<file path="config.mk">
export PLATFORM = sky130hd
export DESIGN_NAME = gfx_compositor
export DESIGN_NICKNAME = d
export VERILOG_FILES = /design/src/rtl/gfx_compositor.sv
export SDC_FILE = /design/constraint.sdc
export NUM_CORES = 1
export LEC_CHECK = 0
export BUFFER_PORTS_ARGS = -buffer_cell sky130_fd_sc_hd__buf_2
export CORE_MARGIN = 2
export CORE_UTILIZATION = 55
export DETAILED_ROUTE_END_ITERATION = 8
export PLACE_DENSITY = 0.75
export SYNTH_ARGS = -nofsm -noshare
export SYNTH_HDL_FRONTEND = slang
export SYNTH_SLANG_ARGS = --single-unit
</file>
<file path="constraint.sdc">
create_clock -name clk -period 17.99 [get_ports clk]
set_input_delay 0.8995 -clock clk [delete_from_list [all_inputs] [get_ports clk]]
set_output_delay 0.8995 -clock clk [all_outputs]
set_load 0.05 [all_outputs]
</file>
<file path="src/rtl/gfx_compositor.sv">
// Rectangle-object compositor: a raster scan generator feeding a ready/valid pixel
// stream, with double-buffered object registers that swap at the end of each frame.
module gfx_compositor #(
  parameter int H_RES    = 640,
  parameter int V_RES    = 480,
  parameter int N_OBJ    = 4,
  parameter int COORD_W  = 16,
  parameter int COLOR_W  = 3,
  parameter int ADDR_W   = 19,
  parameter int BG_COLOR = 0,
  localparam int OBJ_W   = (N_OBJ > 1) ? $clog2(N_OBJ) : 1
) (
  input  logic               clk,
  input  logic               rst,
  input  logic               wr_en,
  input  logic [OBJ_W-1:0]   wr_obj,
  input  logic [1:0]         wr_field,
  input  logic [COORD_W-1:0] wr_data,
  input  logic               pixel_ready,
  output logic               pixel_valid,
  output logic [COLOR_W-1:0] color,
  output logic [ADDR_W-1:0]  pixel_address,
  output logic               frame_start
);

  logic [COORD_W-1:0] r_sh_x [N_OBJ], r_sh_y [N_OBJ], r_ac_x [N_OBJ], r_ac_y [N_OBJ];
  logic [7:0]         r_sh_w [N_OBJ], r_sh_h [N_OBJ], r_ac_w [N_OBJ], r_ac_h [N_OBJ];
  logic [COLOR_W-1:0] r_sh_c [N_OBJ], r_ac_c [N_OBJ];
  logic               r_sh_en [N_OBJ], r_ac_en [N_OBJ];

  logic [COORD_W-1:0] w_nx_x [N_OBJ], w_nx_y [N_OBJ];
  logic [7:0]         w_nx_w [N_OBJ], w_nx_h [N_OBJ];
  logic [COLOR_W-1:0] w_nx_c [N_OBJ];
  logic               w_nx_en [N_OBJ];

  logic [COORD_W-1:0] r_scan_x, r_scan_y;
  logic [ADDR_W-1:0]  r_scan_addr;
  logic               r_valid, r_fs;
  logic [COLOR_W-1:0] r_color;
  logic [ADDR_W-1:0]  r_addr;

  logic               w_load, w_last_x, w_last_y, w_last;
  logic [COORD_W:0]   w_px, w_py;
  logic [N_OBJ-1:0]   w_cov;
  logic [COLOR_W-1:0] w_color;
  logic               w_unused_data;

  assign w_unused_data = &{1'b0, wr_data};

  assign w_load   = !r_valid || pixel_ready;
  assign w_last_x = (r_scan_x == COORD_W'(H_RES - 1));
  assign w_last_y = (r_scan_y == COORD_W'(V_RES - 1));
  assign w_last   = w_last_x && w_last_y;
  assign w_px     = {1'b0, r_scan_x};
  assign w_py     = {1'b0, r_scan_y};

  // Shadow contents after this edge's write; also what the active set loads on a swap,
  // so a write landing on the swap edge reaches both copies.
  always_comb begin
    w_nx_x  = r_sh_x;
    w_nx_y  = r_sh_y;
    w_nx_w  = r_sh_w;
    w_nx_h  = r_sh_h;
    w_nx_c  = r_sh_c;
    w_nx_en = r_sh_en;
    if (wr_en) begin
      for (int unsigned i = 0; i < N_OBJ; i++) begin
        if (wr_obj == OBJ_W'(i)) begin
          case (wr_field)
            2'd0: w_nx_x[i] = wr_data;
            2'd1: w_nx_y[i] = wr_data;
            2'd2: begin
              w_nx_w[i] = wr_data[7:0];
              w_nx_h[i] = wr_data[15:8];
            end
            default: begin
              w_nx_c[i]  = wr_data[COLOR_W-1:0];
              w_nx_en[i] = wr_data[15];
            end
          endcase
        end
      end
    end
  end

  // One extra bit keeps x+w from wrapping, so right/bottom overhang is clipped.
  always_comb begin
    w_cov = '0;
    for (int unsigned i = 0; i < N_OBJ; i++) begin
      w_cov[i] = r_ac_en[i]
              && (w_px >= {1'b0, r_ac_x[i]})
              && (w_px <  ({1'b0, r_ac_x[i]} + (COORD_W+1)'(r_ac_w[i])))
              && (w_py >= {1'b0, r_ac_y[i]})
              && (w_py <  ({1'b0, r_ac_y[i]} + (COORD_W+1)'(r_ac_h[i])));
    end
  end

  always_comb begin
    w_color = COLOR_W'(BG_COLOR);
    for (int unsigned k = 0; k < N_OBJ; k++) begin
      if (w_cov[N_OBJ-1-k]) w_color = r_ac_c[N_OBJ-1-k];
    end
  end

  always_ff @(posedge clk) begin
    if (rst) begin
      r_valid     <= 1'b0;
      r_color     <= '0;
      r_addr      <= '0;
      r_fs        <= 1'b0;
      r_scan_x    <= '0;
      r_scan_y    <= '0;
      r_scan_addr <= '0;
      for (int unsigned i = 0; i < N_OBJ; i++) begin
        r_sh_x[i] <= '0;  r_sh_y[i] <= '0;  r_sh_w[i] <= '0;
        r_sh_h[i] <= '0;  r_sh_c[i] <= '0;  r_sh_en[i] <= 1'b0;
        r_ac_x[i] <= '0;  r_ac_y[i] <= '0;  r_ac_w[i] <= '0;
        r_ac_h[i] <= '0;  r_ac_c[i] <= '0;  r_ac_en[i] <= 1'b0;
      end
    end else begin
      for (int unsigned i = 0; i < N_OBJ; i++) begin
        r_sh_x[i] <= w_nx_x[i];  r_sh_y[i] <= w_nx_y[i];  r_sh_w[i] <= w_nx_w[i];
        r_sh_h[i] <= w_nx_h[i];  r_sh_c[i] <= w_nx_c[i];  r_sh_en[i] <= w_nx_en[i];
      end
      if (w_load) begin
        r_valid <= 1'b1;
        r_color <= w_color;
        r_addr  <= r_scan_addr;
        r_fs    <= (r_scan_x == '0) && (r_scan_y == '0);
        if (w_last_x) begin
          r_scan_x <= '0;
          r_scan_y <= w_last_y ? '0 : r_scan_y + COORD_W'(1);
        end else begin
          r_scan_x <= r_scan_x + COORD_W'(1);
        end
        r_scan_addr <= w_last ? '0 : r_scan_addr + ADDR_W'(1);
        if (w_last) begin
          for (int unsigned i = 0; i < N_OBJ; i++) begin
            r_ac_x[i] <= w_nx_x[i];  r_ac_y[i] <= w_nx_y[i];  r_ac_w[i] <= w_nx_w[i];
            r_ac_h[i] <= w_nx_h[i];  r_ac_c[i] <= w_nx_c[i];  r_ac_en[i] <= w_nx_en[i];
          end
        end
      end
    end
  end

  assign pixel_valid   = r_valid;
  assign color         = r_color;
  assign pixel_address = r_addr;
  assign frame_start   = r_fs;

endmodule

</file>
==> results of run 1 <==
==> placed cells by master (no fill, tap or decap), drive strengths merged, types with 6 or more instances in the layout <==
cell / instances
nor4: 16
a211oi: 26
o21bai: 13
or3: 10
nand2: 144
nand2b: 23
xor2: 42
and3: 14
nor2b: 20
dfxtp: 283
clkbuf: 69
o2111ai: 6
o21ai: 81
clkinv: 15
a31oi: 8
nand3: 56
xnor2: 103
a21o: 37
buf: 61
nand4: 45
and2: 7
edfxtp: 208
nor2: 342
mux2i: 208
fa: 8
o22ai: 7
ha: 317
o211ai: 6
inv: 166
o21a: 13
a21oi: 135
nor3: 243
==> area by class of cell <==
cell class / instances / area [sq um] / area share (%)
multi-input cells: 1996 / 14200 / 47.9
inverters: 160 / 601 / 2.02
clock inverters: 28 / 308 / 1.04
repair buffers: 61 / 388 / 1.31
diodes: 2 / 5.00 / 0.0169
well taps: 664 / 831 / 2.80
clock buffers: 69 / 1440 / 4.83
flip-flops and latches: 491 / 11900 / 40.1
==> metal layers <==
metal	part of all wire, %	up-vias	GRT usage, %
li1	-	9870	-
met1	47	9974	41.5
met2	43	705	43.7
met3	7.1	111	4.09
met4	2.7	0	7.94
met5	0	-	0
==> worst paths after layout <==
path                     from          endpoint  slack, ns  cells past startpoint
max reg2reg       r_scan_x[4]      r_ac_y[2][1]      12.95                      5
min          pixel_address[4]  pixel_address[4]       0.45                      2
max               r_scan_x[4]      r_ac_y[2][1]      12.95                      5
min reg2reg  pixel_address[4]  pixel_address[4]       0.45                      2
==> flip-flops by register name, indices dropped and copies added (netlist names) <==
register / flops
r_ac_h: 32
r_sh_y: 64
r_sh_en: 4
color: 3
r_ac_y: 64
frame_start: 1
r_sh_x: 64
r_ac_w: 32
r_ac_x: 64
r_sh_w: 32
r_sh_c: 12
r_scan_y: 16
r_scan_x: 16
pixel_address: 19
r_sh_h: 32
r_ac_en: 4
r_ac_c: 12
r_scan_addr: 19
pixel_valid: 1
==> metrics by stage <==
stage	setup WS (ns)	hold WS [ns]
CTS	13.00	0.451
finish	12.95	0.446
detailed placement	13.03	0.444
floorplan	9.65	0.448
global route	12.75	0.466
global placement	13.17	0.436
==> power by group through the flow <==
stage | Clock, W | Sequential (W) | Combinational, W
after floorplan | 0 | 0.00124 | 0.000191
after global placement | 0 | 0.00124 | 0.000253
after detailed placement | 0 | 0.00124 | 0.000263
after CTS | 0.00111 | 0.00122 | 0.000266
after global routing | 0.00115 | 0.00122 | 0.000299
final | 0.00109 | 0.00122 | 0.000268
==> worst min-delay path: stages (launching register included) <==
cell and delay, ns:
dfxtp_1 0.30, nand2_1 0.05, a21oi_1 0.05
==> kinds of logic after synthesis <==
kind of cell | synth area share (%)
and+or+nand+nor | 16.0
DFF | 43.9
AOI/OAI and AO/OA | 8.70
adders and majority gates | 15.2
buffers and inverters | 3.90
muxes | 7.67
xor gates and xnor gates | 4.68
==> results.md, run 1 <==
- Final Max Slew Viols: 0
- Root Buffer: clkbuf_16
- P&R area growth vs syn: 9.42%
- Vias in the first global route: 19400
- Iteration-0 DRC Markers: 1818
- Unique cell type count in the Yosys netlist: 62
- Final hold vios: 0
- Tcrit/Tclk final: 28.0%
- Worst IR drop on VDD: 0.0596 mV
- Slowest CP cell: nand2_4
- Nets: 3111
- Tot GR Track Use: 28.3%
- Routed length per placed instance: 20.6 um
- Status: finished clean
- Fill cells: 4101
- Clock skew: 0.0260 ns
- DR pass1 iterations: 5
- Mapped Cells: 2767
- Routed Antenna Nets: 0
- Port Buffers: 47
- I/O pin total: 48
- Dpl cells: 3372
- Non-Filler Instances: 3471
- Largest net degree at the start of global routing: 217
- # setup viols final: 0
- Clock-pin slew on the worst setup and hold paths: 0.06 ns
- Routed WL: 71.6 mm
- Post-cts sizing count: 0
- Clk buf depth: 3
- Int Power: 0.00192 W
- Number of synthesized flops with an enable pin: 208
- Seq pwr share: 47.2%
- Global-route wire length before repair: 112 mm
- H-Tree Depth: 2
- Setup bufs post-CTS: 0
- Leak pwr: 12.6 nW
- Worst-Skew Late Latency: 0.61 ns
- Post-Syn Nets: 3116
- Power Total: 0.00258 W
- Worst EP arrival: 5.25 ns
- Final Cell Area: 0.0297 sq mm
- CTS tree: yes
- DR vias/cell: 5.95
- Synth cell count leaders: nor2_1 (342), ha_1 (317), dfxtp_1 (283)
- Fin util: 60.8%
- Initial antenna violation count: 2
- Psw: 0.000656 W
- Yosys top cell by area: edfxtp_1
- Clock Sinks: 491
- Crit path kind: flip-flop to flip-flop
- Sw Share: 25.4%
- Placement Cell Area: 0.0280 sq mm
- DRC viols: 0
- Clock network fraction of total power: 42.4%
- Crit. End Element: flip-flop
- Max Clock Freq: 198 MHz
- Count leader, synth: nor2_1
- Inserted Clock Buffers: 52
- Total Neg Setup Slack: 0 ns
- PD cells: 86.9 mW/mm^2
- Placer Congestion: 0.936
- Synth Flop Type: dfxtp_1
- Total core area: 0.0488 sq mm
- Worst endpoint required time: 18.20 ns
- Share of cells above drive strength 1: 5.74%
- CP most frequent cell: nand2_4
- Detail Placement HPWL: 49.3 mm
- Top cells by area, synth: edfxtp_1 (23%), dfxtp_1 (21%), ha_1 (15%)
- Post-synthesis register bit count: 491
- HP Class: flip-flop to flip-flop
- Sequential-to-total area share from yosys stat: 43.9%
- Aggregate global routing overflow: 0
- Relative slew slack: 23.1%
- Hold buffers post-CTS: 0
- Row count: 81
- Buf/Inv on CP: 1
- Worst stage delay on the critical path: 1.01 ns
- Mapped Avg Cell Area: 9.81 sq um
- YS warnings: 0
- Max Cap Violations: 0
- Crit path max-delay family: simple AND/OR/NAND/NOR gates
- Final min period: 5.04 ns
- Actual slew at the worst max-slew pin: 1.15 ns
- Die Footprint: 0.0511 sq mm
- Synthesized area: 0.0271 sq mm
- RSZ-0062 raised after global routing: false
- Synth async-reset ratio: 0%
- Die extent in x: 226 um
- Initial Util: 55.6%
- Critical path, cell by cell: nand4_1, nor4_1, nand2_4, nand2_4, buf_12
- Worst setup SP type: flip-flop
- Share of the synthesized area in the top cell type: 23.0%
- Routed vias: 20700
- Logic pwr share: 10.4%
- Die Y: 226 um
- Crit path max fanout: 156
Power figures use the tool's default switching activity.
==> run 2: changes to the inputs <==
Clock period 17.99 ns to 4.8 ns, I/O delays scaled along.
==> run 2 against run 1 <==
  * Power rose to 3.8 times the previous value
  * Global-route usage is 0.70 points lower
  * Worst hold slack got worse by 0.30 ns
  * Die area unchanged
  * Via count fell by 0.27%
  * Sequential share of layout area decreased by 0.41 points
  * Final cell count is 0.81% higher
  * Non-clock buffer count grew 23
  * Combinational power grew to 3.7 times the previous value
  * Final area increased by 1.0%
  * Worst setup slack got worse by 13 ns
  * Sequential cell count is the same
  * Critical path type unchanged
==> results.md, run 2 (synthesized netlist as in run 1, its figures left out) <==
- DR pass1 iterations: 7
- # setup viols final: 0
- Routed WL: 69.6 mm
- Clock skew: 0.0266 ns
- Leak pwr: 12.8 nW
- Clock-pin slew on the worst setup and hold paths: 0.06 ns
- Final hold vios: 0
- PD cells: 327 mW/mm^2
- Hold buffers post-CTS: 0
- Total core area: 0.0488 sq mm
- HP Class: primary input to flip-flop
- Clk buf depth: 3
- Status: finished clean
- Clock network fraction of total power: 43.5%
- Actual slew at the worst max-slew pin: 1.19 ns
- Die Y: 226 um
- CTS tree: yes
- Most common cell after layout, fill and taps aside: nor2_1
- Share of cells above drive strength 1: 6.88%
- Die extent in x: 226 um
- Psw: 0.00246 W
- Routed length per placed instance: 19.9 um
- Fin util: 61.4%
- Routed Antenna Nets: 0
- Total Neg Setup Slack: 0 ns
- Worst setup SP type: flip-flop
- Routed vias: 20600
- Int Power: 0.00736 W
- H-Tree Depth: 2
- Crit. End Element: flip-flop
- Crit path max-delay family: compound AO/OA/AOI/OAI gates
- Worst endpoint required time: 5.26 ns
- Detail Placement HPWL: 46.6 mm
- Grt met1 use: 36.0%
- Max Clock Freq: 223 MHz
- Max Cap Violations: 0
- Non-Filler Instances: 3499
- CP most frequent cell: o21ai_0
- Initial Util: 55.6%
- Worst stage delay on the critical path: 0.40 ns
- Root Buffer: clkbuf_16
- Final Max Slew Viols: 0
- GRT busiest layer: met2
- Largest net degree at the start of global routing: 229
- Hold depth: 2
- Row count: 81
- Placer Congestion: 0.890
- Slowest CP cell: fa_1
- Port Buffers: 47
- RSZ-0062 raised after global routing: false
- Critical path, cell by cell: ha_1, inv_1, fa_1, nor2b_1, o21ai_0, a21boi_0, o21ai_0, a211o_1, nor3_1, xnor2_1, ha_1, and2_1, a221o_1, a21o_1, a21oi_1, o21ai_0, a31oi_1, o211ai_1, o221ai_1, o22ai_1
- Post-cts sizing count: 0
- Relative slew slack: 20.4%
- Iteration-0 DRC Markers: 1422
- DRC viols: 0
- Inserted Clock Buffers: 55
- Grt met2 use: 47.0%
- Logic pwr share: 10.2%
- Die Footprint: 0.0511 sq mm
- Initial antenna violation count: 3
- R2R cell count: 20
- WHS: 0.144 ns
- Worst EP arrival: 4.95 ns
- Crit path kind: flip-flop to flip-flop
- P&R area growth vs syn: 10.6%
- Seq pwr share: 46.3%
- DR vias/cell: 5.89
- Sw Share: 25.0%
- Dpl cells: 3395
- I/O pin total: 48
- Met3 usage: 3.43%
- Hold Path Origin: rst
- Aggregate global routing overflow: 0
- Setup bufs post-CTS: 0
- Tot GR Track Use: 27.6%
- WP depth: 20
- Tcrit/Tclk final: 93.5%
- Buf/Inv on CP: 1
- Clock Sinks: 491
- Global-route wire length before repair: 110 mm
- Worst Setup SP: r_ac_x[1][0]
- Vias in the first global route: 20600
- Reg-to-reg startpoint: r_ac_x[1][0]
- Nets: 3137
- Worst-Skew Late Latency: 0.62 ns
- Worst IR drop on VDD: 0.275 mV
- Crit path max fanout: 4
- Final min period: 4.49 ns
- Most frequent cells in the layout: nor2_1 (337), ha_1 (317), dfxtp_1 (283)
-- run 2: changes by cell type in the layout (fill, tap and decap cells not counted), moves of 2 or more --
cell / delta
nor2_2: +2
clkbuf_1: +2
inv_6: -2
clkinvlp_4: +2
clkbuf_16: +9
clkinv_1: -3
buf_4: +22
inv_4: +2
nor2_4: -2
bufinv_16: -3
-- run 2: power by group through the flow --
stage,logic (W),registers (W),clock network (W)
6_report,0.000998,0.00454,0.00427
5_1_grt,0.00112,0.00455,0.00448
4_1_cts,0.000992,0.00454,0.00433
3_5_place_dp,0.000985,0.00463,0
3_3_place_gp,0.000939,0.00463,0
2_1_floorplan,0.000716,0.00462,0
-- run 2: cell type report --
class	instances	area, sq um
fillers	4019	18800
clock buffers	80	1670
flip-flops and latches	491	11900
clock inverters	23	185
inverters	160	601
repair buffers	84	573
diodes	1	2.50
multi-input cells	1996	14200
well taps	664	831
-- run 2: through the flow --
stage / worst slack [ns] / instance area [sq um] / power (W)
after global routing: 0.0346 / 30000 / 0.0102
after detailed placement: 0.296 / 28100 / 0.00562
after floorplan: 1.02 / 27100 / 0.00533
final: 0.313 / 30000 / 0.00981
after CTS: 0.260 / 30000 / 0.00987
after global placement: 0.394 / 28100 / 0.00557
-- run 2: path summary, 6_finish.rpt --
path                  endpoint  slack (ns)
max                   color[0]        0.31
min                 r_sh_c[10]        0.14
max reg2reg           color[0]        0.31
min reg2reg  pixel_address[14]        0.45
-- run 2: worst reg2reg max path, delay by kind of cell, from the launching register on --
| family | cells | cell delay [ns] |
|---|---|---|
| AOI/OAI and AO/OA | 12 | 2.46 |
| xor gates and xnor gates | 1 | 0.16 |
| adders and majority gates | 3 | 0.82 |
| buffers and inverters | 1 | 0.06 |
| DFF | 1 | 0.36 |
| and+or+nand+nor | 3 | 0.49 |
-- run 2: routing by layer --
layer	vias to the layer above	share of wire, %	wire length, um
li1	9920	-	-
met1	9929	44	30700
met2	604	47	32700
met3	152	5.3	3660
met4	0	3.6	2510
met5	-	0	0
